--- src/rtl/dom_sbox_sequencer_pkg.sv ---
// Shared constants and types for the DOM S-box issue controller.
// Package name is dom_seq_pkg; it is imported by the interface, the FIFO and the top.
package dom_seq_pkg;

  localparam int unsigned BYTE_W      = 8;
  localparam int unsigned DFLT_SHARES = 2;
  localparam int unsigned DFLT_TAG_W  = 4;

  // Width of a counter that must hold every value 0..depth inclusive.
  function automatic int unsigned credit_w(input int unsigned depth);
    return $clog2(depth + 1);
  endfunction

  // {tag, data} word stored in the output FIFO for the default configuration.
  typedef struct packed {
    logic [DFLT_TAG_W-1:0]         tag;
    logic [BYTE_W*DFLT_SHARES-1:0] data;
  } fifo_entry_t;

endpackage

--- src/rtl/dom_sbox_sequencer_if.sv ---
// Handshake and S-box datapath bundle of dom_sbox_sequencer.
// slave: the sequencer side; master: requester / S-box / consumer side.
interface dom_sbox_sequencer_if
  import dom_seq_pkg::*;
#(
  parameter int unsigned SHARES      = 2,
  parameter int unsigned N_STAGES    = 4,
  parameter int unsigned STAGE_RND_W = 8,
  parameter int unsigned TAG_W       = 4
);

  localparam int unsigned DATA_W = BYTE_W * SHARES;
  localparam int unsigned RND_W  = N_STAGES * STAGE_RND_W;

  logic              InValidxSI;
  logic              InReadyxSO;
  logic [DATA_W-1:0] InDataxDI;
  logic [TAG_W-1:0]  InTagxDI;
  logic              RndValidxSI;
  logic              RndReadyxSO;
  logic [RND_W-1:0]  RndxDI;
  logic [DATA_W-1:0] SboxInxDO;
  logic [RND_W-1:0]  SboxRndxDO;
  logic [DATA_W-1:0] SboxOutxDI;
  logic              OutValidxSO;
  logic              OutReadyxSI;
  logic [DATA_W-1:0] OutDataxDO;
  logic [TAG_W-1:0]  OutTagxDO;

  modport slave (
    input  InValidxSI, InDataxDI, InTagxDI, RndValidxSI, RndxDI, SboxOutxDI, OutReadyxSI,
    output InReadyxSO, RndReadyxSO, SboxInxDO, SboxRndxDO, OutValidxSO, OutDataxDO, OutTagxDO
  );

  modport master (
    output InValidxSI, InDataxDI, InTagxDI, RndValidxSI, RndxDI, SboxOutxDI, OutReadyxSI,
    input  InReadyxSO, RndReadyxSO, SboxInxDO, SboxRndxDO, OutValidxSO, OutDataxDO, OutTagxDO
  );

endinterface

--- src/rtl/dom_sbox_sequencer_fifo.sv ---
// dom_seq_fifo: synchronous first-word-fall-through FIFO with flush.
// Optional macro DOM_SEQ_CLEAR_IDLE_EN: zero the storage word on pop.
module dom_seq_fifo
  import dom_seq_pkg::*;
#(
  parameter int unsigned W     = 8,
  parameter int unsigned DEPTH = 4
) (
  input  logic         clk,
  input  logic         rst_n,
  input  logic         flush_i,
  input  logic         push_i,
  input  logic [W-1:0] wdata_i,
  input  logic         pop_i,
  output logic [W-1:0] rdata_o,
  output logic         full_o,
  output logic         empty_o
);

  localparam int unsigned AW = $clog2(DEPTH);

  logic [W-1:0] mem_q [DEPTH];
  logic [W-1:0] mem_d [DEPTH];
  logic [AW:0]  wr_ptr_q, wr_ptr_d;
  logic [AW:0]  rd_ptr_q, rd_ptr_d;
  logic         do_push, do_pop;

  // Status flags and read port; extra pointer bit distinguishes full from empty.
  always_comb begin
    empty_o = (wr_ptr_q == rd_ptr_q);
    full_o  = (wr_ptr_q[AW] != rd_ptr_q[AW]) && (wr_ptr_q[AW-1:0] == rd_ptr_q[AW-1:0]);
    rdata_o = mem_q[rd_ptr_q[AW-1:0]];
  end

  // Pointer and storage update; a write to the slot being popped wins.
  always_comb begin
    do_push  = push_i && !full_o;
    do_pop   = pop_i && !empty_o;
    mem_d    = mem_q;
    wr_ptr_d = wr_ptr_q;
    rd_ptr_d = rd_ptr_q;
    if (flush_i) begin
      wr_ptr_d = '0;
      rd_ptr_d = '0;
    end else begin
      if (do_pop) begin
`ifdef DOM_SEQ_CLEAR_IDLE_EN
        mem_d[rd_ptr_q[AW-1:0]] = '0;
`endif
        rd_ptr_d = rd_ptr_q + 1'b1;
      end
      if (do_push) begin
        mem_d[wr_ptr_q[AW-1:0]] = wdata_i;
        wr_ptr_d = wr_ptr_q + 1'b1;
      end
    end
  end

  // State registers.
  always_ff @(posedge clk or negedge rst_n) begin
    if (!rst_n) begin
      mem_q    <= '{default: '0};
      wr_ptr_q <= '0;
      rd_ptr_q <= '0;
    end else begin
      mem_q    <= mem_d;
      wr_ptr_q <= wr_ptr_d;
      rd_ptr_q <= rd_ptr_d;
    end
  end

endmodule

--- src/rtl/dom_sbox_sequencer.sv ---
// Issue controller for a fixed-latency pipelined DOM masked AES S-box.
// Optional macro DOM_SEQ_CLEAR_IDLE_EN: drive idle S-box inputs and randomness
// slices to zero instead of holding the last value.
module dom_sbox_sequencer
  import dom_seq_pkg::*;
#(
  parameter int unsigned SHARES      = 2,
  parameter int unsigned N_STAGES    = 4,
  parameter int unsigned STAGE_RND_W = 8,
  parameter int unsigned TAG_W       = 4,
  parameter int unsigned OUT_DEPTH   = 4
) (
  input  logic                    ClkxCI,
  input  logic                    RstxBI,
  input  logic                    FlushxSI,
  dom_sbox_sequencer_if.slave     bus,
  output logic                    BusyxSO
);

  localparam int unsigned DATA_W = BYTE_W * SHARES;
  localparam int unsigned CW     = credit_w(OUT_DEPTH);

  typedef struct packed {
    logic [TAG_W-1:0]  tag;
    logic [DATA_W-1:0] data;
  } entry_t;

  logic              credit_ok, issue, pop, cap;
  logic [CW-1:0]     credit_q, credit_d;
  logic [N_STAGES:0] vld_q, vld_d;
  logic [TAG_W-1:0]  tag_q [N_STAGES+1];
  logic [TAG_W-1:0]  tag_d [N_STAGES+1];
  logic [DATA_W-1:0] sbox_in_q, sbox_in_d;
  entry_t            fifo_wdata, fifo_rdata;
  logic              fifo_full, fifo_empty;

  // Handshakes: both sides complete together; nothing completes in reset or flush.
  always_comb begin
    credit_ok       = (credit_q != '0);
    bus.InReadyxSO  = RstxBI && bus.RndValidxSI && credit_ok && !FlushxSI;
    bus.RndReadyxSO = RstxBI && bus.InValidxSI && credit_ok && !FlushxSI;
    issue           = bus.InReadyxSO && bus.InValidxSI;
    bus.OutValidxSO = RstxBI && !fifo_empty && !FlushxSI;
    pop             = bus.OutValidxSO && bus.OutReadyxSI;
    cap             = vld_q[N_STAGES] && !FlushxSI;
  end

  // Credits track free FIFO slots minus tokens already in flight.
  always_comb begin
    credit_d = credit_q;
    if (FlushxSI)
      credit_d = CW'(OUT_DEPTH);
    else if (issue && !pop)
      credit_d = credit_q - CW'(1);
    else if (pop && !issue)
      credit_d = credit_q + CW'(1);
  end

  // Token valid/tag shift register and registered S-box data input.
  always_comb begin
    vld_d     = FlushxSI ? '0 : {vld_q[N_STAGES-1:0], issue};
    tag_d[0]  = bus.InTagxDI;
    for (int unsigned j = 1; j <= N_STAGES; j++)
      tag_d[j] = tag_q[j-1];
    sbox_in_d = issue ? bus.InDataxDI : sbox_in_q;
  end

  // Pipeline tracking state.
  always_ff @(posedge ClkxCI or negedge RstxBI) begin
    if (!RstxBI) begin
      credit_q  <= CW'(OUT_DEPTH);
      vld_q     <= '0;
      tag_q     <= '{default: '0};
      sbox_in_q <= '0;
    end else begin
      credit_q  <= credit_d;
      vld_q     <= vld_d;
      tag_q     <= tag_d;
      sbox_in_q <= sbox_in_d;
    end
  end

`ifdef DOM_SEQ_CLEAR_IDLE_EN
  assign bus.SboxInxDO = vld_q[0] ? sbox_in_q : '0;
`else
  assign bus.SboxInxDO = sbox_in_q;
`endif

  // Per-stage randomness delay lines: slice k travels k extra registers and
  // only advances behind a live token, so an idle stage keeps its last slice.
  for (genvar k = 0; k < N_STAGES; k++) begin : g_rnd
    localparam int unsigned K = k;
    logic [STAGE_RND_W-1:0] line_q [K+1];
    logic [STAGE_RND_W-1:0] line_d [K+1];

    // Load on issue, then follow the token down the pipe.
    always_comb begin
      line_d = line_q;
      if (issue)
        line_d[0] = bus.RndxDI[K*STAGE_RND_W +: STAGE_RND_W];
      for (int unsigned j = 1; j <= K; j++)
        if (vld_q[j-1] && !FlushxSI)
          line_d[j] = line_q[j-1];
    end

    // Delay-line registers.
    always_ff @(posedge ClkxCI or negedge RstxBI) begin
      if (!RstxBI)
        line_q <= '{default: '0};
      else
        line_q <= line_d;
    end

`ifdef DOM_SEQ_CLEAR_IDLE_EN
    assign bus.SboxRndxDO[K*STAGE_RND_W +: STAGE_RND_W] = vld_q[K] ? line_q[K] : '0;
`else
    assign bus.SboxRndxDO[K*STAGE_RND_W +: STAGE_RND_W] = line_q[K];
`endif
  end

  // Result capture: the S-box output is sampled in the cycle the token leaves the pipe.
  always_comb begin
    fifo_wdata.tag  = tag_q[N_STAGES];
    fifo_wdata.data = bus.SboxOutxDI;
  end

  dom_seq_fifo #(
    .W     ($bits(entry_t)),
    .DEPTH (OUT_DEPTH)
  ) u_fifo (
    .clk     (ClkxCI),
    .rst_n   (RstxBI),
    .flush_i (FlushxSI),
    .push_i  (cap && !fifo_full),
    .wdata_i (fifo_wdata),
    .pop_i   (pop),
    .rdata_o (fifo_rdata),
    .full_o  (fifo_full),
    .empty_o (fifo_empty)
  );

  assign bus.OutDataxDO = fifo_rdata.data;
  assign bus.OutTagxDO  = fifo_rdata.tag;
  assign BusyxSO        = (|vld_q) || !fifo_empty;

endmodule

--- src/flat_wrapper.sv ---
// flat-port wrapper written by rule: the top's interface ports become plain ports
module dom_sbox_sequencer_flat import dom_seq_pkg::*;
#(
  parameter int unsigned SHARES      = 2,
  parameter int unsigned N_STAGES    = 4,
  parameter int unsigned STAGE_RND_W = 8,
  parameter int unsigned TAG_W       = 4,
  parameter int unsigned OUT_DEPTH   = 4
)
  (ClkxCI, RstxBI, FlushxSI, BusyxSO, bus_InValidxSI, bus_InDataxDI, bus_InTagxDI, bus_RndValidxSI, bus_RndxDI, bus_SboxOutxDI, bus_OutReadyxSI, bus_InReadyxSO, bus_RndReadyxSO, bus_SboxInxDO, bus_SboxRndxDO, bus_OutValidxSO, bus_OutDataxDO, bus_OutTagxDO);
  dom_sbox_sequencer_if #(.SHARES(SHARES), .N_STAGES(N_STAGES), .STAGE_RND_W(STAGE_RND_W), .TAG_W(TAG_W)) bus_i ();
  input  logic ClkxCI;
  input  logic RstxBI;
  input  logic FlushxSI;
  output logic BusyxSO;
  input wire logic [$bits(bus_i.InValidxSI)-1:0] bus_InValidxSI;
  input wire logic [$bits(bus_i.InDataxDI)-1:0] bus_InDataxDI;
  input wire logic [$bits(bus_i.InTagxDI)-1:0] bus_InTagxDI;
  input wire logic [$bits(bus_i.RndValidxSI)-1:0] bus_RndValidxSI;
  input wire logic [$bits(bus_i.RndxDI)-1:0] bus_RndxDI;
  input wire logic [$bits(bus_i.SboxOutxDI)-1:0] bus_SboxOutxDI;
  input wire logic [$bits(bus_i.OutReadyxSI)-1:0] bus_OutReadyxSI;
  output wire logic [$bits(bus_i.InReadyxSO)-1:0] bus_InReadyxSO;
  output wire logic [$bits(bus_i.RndReadyxSO)-1:0] bus_RndReadyxSO;
  output wire logic [$bits(bus_i.SboxInxDO)-1:0] bus_SboxInxDO;
  output wire logic [$bits(bus_i.SboxRndxDO)-1:0] bus_SboxRndxDO;
  output wire logic [$bits(bus_i.OutValidxSO)-1:0] bus_OutValidxSO;
  output wire logic [$bits(bus_i.OutDataxDO)-1:0] bus_OutDataxDO;
  output wire logic [$bits(bus_i.OutTagxDO)-1:0] bus_OutTagxDO;
  assign bus_i.InValidxSI = bus_InValidxSI;
  assign bus_i.InDataxDI = bus_InDataxDI;
  assign bus_i.InTagxDI = bus_InTagxDI;
  assign bus_i.RndValidxSI = bus_RndValidxSI;
  assign bus_i.RndxDI = bus_RndxDI;
  assign bus_i.SboxOutxDI = bus_SboxOutxDI;
  assign bus_i.OutReadyxSI = bus_OutReadyxSI;
  assign bus_InReadyxSO = bus_i.InReadyxSO;
  assign bus_RndReadyxSO = bus_i.RndReadyxSO;
  assign bus_SboxInxDO = bus_i.SboxInxDO;
  assign bus_SboxRndxDO = bus_i.SboxRndxDO;
  assign bus_OutValidxSO = bus_i.OutValidxSO;
  assign bus_OutDataxDO = bus_i.OutDataxDO;
  assign bus_OutTagxDO = bus_i.OutTagxDO;
  dom_sbox_sequencer #(.SHARES(SHARES), .N_STAGES(N_STAGES), .STAGE_RND_W(STAGE_RND_W), .TAG_W(TAG_W), .OUT_DEPTH(OUT_DEPTH)) u_core (.ClkxCI(ClkxCI), .RstxBI(RstxBI), .FlushxSI(FlushxSI), .bus(bus_i), .BusyxSO(BusyxSO));
endmodule
--- config.mk ---
export PLATFORM = sky130hd
export DESIGN_NAME = dom_sbox_sequencer_flat
export DESIGN_NICKNAME = d
export VERILOG_FILES = /design/src/rtl/dom_sbox_sequencer_pkg.sv /design/src/rtl/dom_sbox_sequencer_if.sv /design/src/rtl/dom_sbox_sequencer_fifo.sv /design/src/rtl/dom_sbox_sequencer.sv /design/src/flat_wrapper.sv
export SDC_FILE = /design/constraint.sdc
export NUM_CORES = 1
export LEC_CHECK = 0
export BUFFER_PORTS_ARGS = -buffer_cell sky130_fd_sc_hd__buf_4
export CORE_ASPECT_RATIO = 0.9
export CORE_MARGIN = 8
export CORE_UTILIZATION = 50
export DETAILED_ROUTE_END_ITERATION = 10
export HOLD_SLACK_MARGIN = 0.12
export PLACE_DENSITY = 0.69
export SYNTH_ARGS = -nofsm -noshare
export SYNTH_HDL_FRONTEND = slang
export SYNTH_SLANG_ARGS = --single-unit
--- constraint.sdc ---
create_clock -name ClkxCI -period 6.75 [get_ports ClkxCI]
set_clock_uncertainty 0.2 [all_clocks]
set_input_delay 1.35 -clock ClkxCI [delete_from_list [all_inputs] [get_ports ClkxCI]]
set_output_delay 1.35 -clock ClkxCI [all_outputs]
set_load 0.005 [all_outputs]
==> impl_metrics.yaml <==
outcome:
  run_status: "finished clean"
floorplanning:
  die_x_um: 153
  row_count: 45
  initial_core_util_pct: 50.7
  io_pins: 146
  dieArea_um2: 21400
  core_um2: 16700
  die_y_um: 139
detailed_routing:
  ant_nets: 0
  wl_mm: 16.4
  wl_per_cell_um: 18.7
  drtIter0Drc: 171
  vias: 4604
  drc: 0
  avgViaCountPerCell: 5.27
  first_pass_iters: 4
critical_path:
  critPathRequiredTime_ps: 5200
  worstSetupStartpointType: "input port"
  slowest_stage: "clkbuf_8"
  end_kind: "output port"
  setup.worst_path.class: "input port to output port"
  cp_max_fo: 82
  path_cells: "clkbuf_8 -> nand2b_1 -> nor2_1 -> and2_1 -> buf_4"
  critPathLaunch: "RstxBI"
  crit_path_max_incr_delay_ps: 500
  crit_arrival_ps: 2680
  r2r_start: "u_core.u_fifo.rd_ptr_q[1]$_DFFE_PN0P_"
  regToRegSetupSlack_ps: 3280
sta:
  fmax_mhz: 236
  finalSetupViolCount: 0
  worstMarginPinSlew_ps: 1110
  rsz0062_at_grt: "no"
  slew_headroom_pct: 25.8
  period_minus_slack_ps: 4230
  setup_tns_ps: 0
  finalHoldViolations: 0
  slew_violations: 0
  fin_crit_sh_pct: 62.7
synthesis:
  synth_top_cell_area_share_pct: 61.7
  synth.ff_latch_count: 210
  synth_largest_area_cell: "dfrtp_1"
  synth_cells: 525
  netlist_top_cells_count: "209 x dfrtp_1, 177 x mux2_2, 25 x buf_4"
  yosysSeqAreaShare_pct: 62.1
  synth_edf_count: 0
  synth_area_leaders: "dfrtp_1 62%, mux2_2 24%, mux4_2 5.3%"
  synth_area_um2: 8470
  syn_area_per_cell_um2: 16.1
  syn-num-nets: 605
  yosys.cell_types.count: 32
  synth.most_common_cell: "dfrtp_1"
  yosys_warnings: 0
  ys.flop_type: "dfrtp_1"
  synth-async-reset-ratio_pct: 100
run:
  maxCapViolations: 0
global_route:
  grt_pass1_wl_mm: 27.8
  grt_use_total_pct: 15.9
  grt_pass1_vias: 5372
  antenna_found_initial: 0
  grt-ovfl-total: 0
  grt_max_degree: 83
placement:
  hpwl_mm: 11.0
  place_congestion: 0.722
  io_buffers: 145
clock_network:
  cts.sinks: 210
  cts.repair.resized: 0
  cts_max_level: 1
  post-cts-setup-buffers: 0
  clk_latency_ps: 490
  cts_tree: "done"
  cts_hold_buf: 0
  clock-root-buffer: "clkbuf_16"
  cts_made_buffers: 22
  clk_pin_slew_ps: 60
  clk_path_buf_depth: 3
layout:
  syn_to_final_growth_pct: 21.5
  final_layout_size_suffix_gt1_share_pct: 57.9
  regArea_um2: 5260
  final_nets: 730
  multi_input_area_um2: 2910
  nFillCells: 1278
  diodes: 0
  fin_util_pct: 61.6
pwr:
  power_density_nw_per_um2: 291
  total_power_uw: 3000
  p_leak_uw: 0.00507
  peakVddDrop_uv: 181
worst_hold_path:
  min_path_type: "flop to flop"
  hold_start: "u_core.tag_d[6]$_DFF_PN0_"
==> placed cells by master (no fill, tap or decap), drive strengths merged <==
cell	n
ha	5
nor3	2
fa	1
inv	4
buf	150
and2	2
a311oi	2
nor4	2
clkinv	2
clkbuf	34
a31oi	1
mux2	179
o21ai	2
xor2	5
bufinv	2
nand4b	1
or4b	2
nand4	1
xnor2	4
mux2i	1
nand2b	2
nand3b	1
dfrtp	209
nand2	10
nor2b	5
a22o	1
nand3	1
dfstp	1
mux4	20
nor2	11
==> worst max-delay path: cells and delay by family <==
kind	cells	cell delay, ps
and+or+nand+nor	3	670
buffers and inverters	2	600
==> area by class of cell <==
type	count	area share (%)
multi-input combinational	261	28.2
sequential	210	51.1
timing repair buffer	151	11.1
tap	211	2.56
inverter	4	0.146
clock inverter	4	0.790
clock buffer	33	6.14
==> power breakdown <==
group | internal (uW) | switching [uW] | leakage [uW]
clock network | 721 | 458 | 0.000347
logic | 216 | 117 | 0.00197
registers | 1410 | 76.9 | 0.00275
==> through the flow <==
stage          hold slack (ps)  instances  setup slack [ps]  area, um^2
6_report                   147        874              2520       10300
4_1_cts                    148        874              2480       10300
5_1_grt                    155        874              2340       10300
2_1_floorplan              131        525              3140        8470
3_3_place_gp               133        837              2530        9580
3_5_place_dp               135        837              2500        9580
==> kinds of logic after synthesis <==
kind of cell / after synthesis / synth area share (%)
adder cells (fa/ha/maj): 6 / 0.975
AO/OA/AOI/OAI: 6 / 0.650
buffers and inverters: 54 / 3.74
XOR/XNOR: 9 / 0.931
multiplexers: 200 / 29.2
AND/OR/NAND/NOR: 40 / 2.42
flip-flops: 210 / 62.1
==> path summary, 6_finish.rpt <==
path                                                          end  cells past startpoint
min in group asynchronous     u_core.u_fifo.mem_q[15]$_DFFE_PN0P_                      1
max in group asynchronous  u_core.g_rnd[2].line_q[22]$_DFFE_PN0N_                      2
hold reg to reg                         u_core.tag_d[2]$_DFF_PN0_                      0
setup reg to reg              u_core.u_fifo.mem_q[18]$_DFFE_PN0P_                      4
setup / recovery                                  bus_RndReadyxSO                      5
hold / removal                          u_core.tag_d[2]$_DFF_PN0_                      0
==> per-layer routing <==
| layer | vias to the layer above | part of all wire [%] | track usage, % |
|---|---|---|---|
| li1 | 2089 | - | - |
| met2 | 105 | 49 | 26.3 |
| met5 | - | 0 | 0 |
| met3 | 30 | 6.5 | 5.04 |
| met1 | 2380 | 42 | 19.9 |
| met4 | 0 | 2.0 | 3.95 |
==> flip-flops by register name (all words and copies together) (netlist names), 4 cells and up <==
signal,count
u_core.vld_q,5
u_core.u_fifo.mem_q,80
u_core.fifo_wdata,4
u_core.tag_d,16
u_core.bus.SboxInxDO,16
u_core.g_rnd.line_q,56
u_core.bus.SboxRndxDO,24
(Power assumes the default switching activity.)
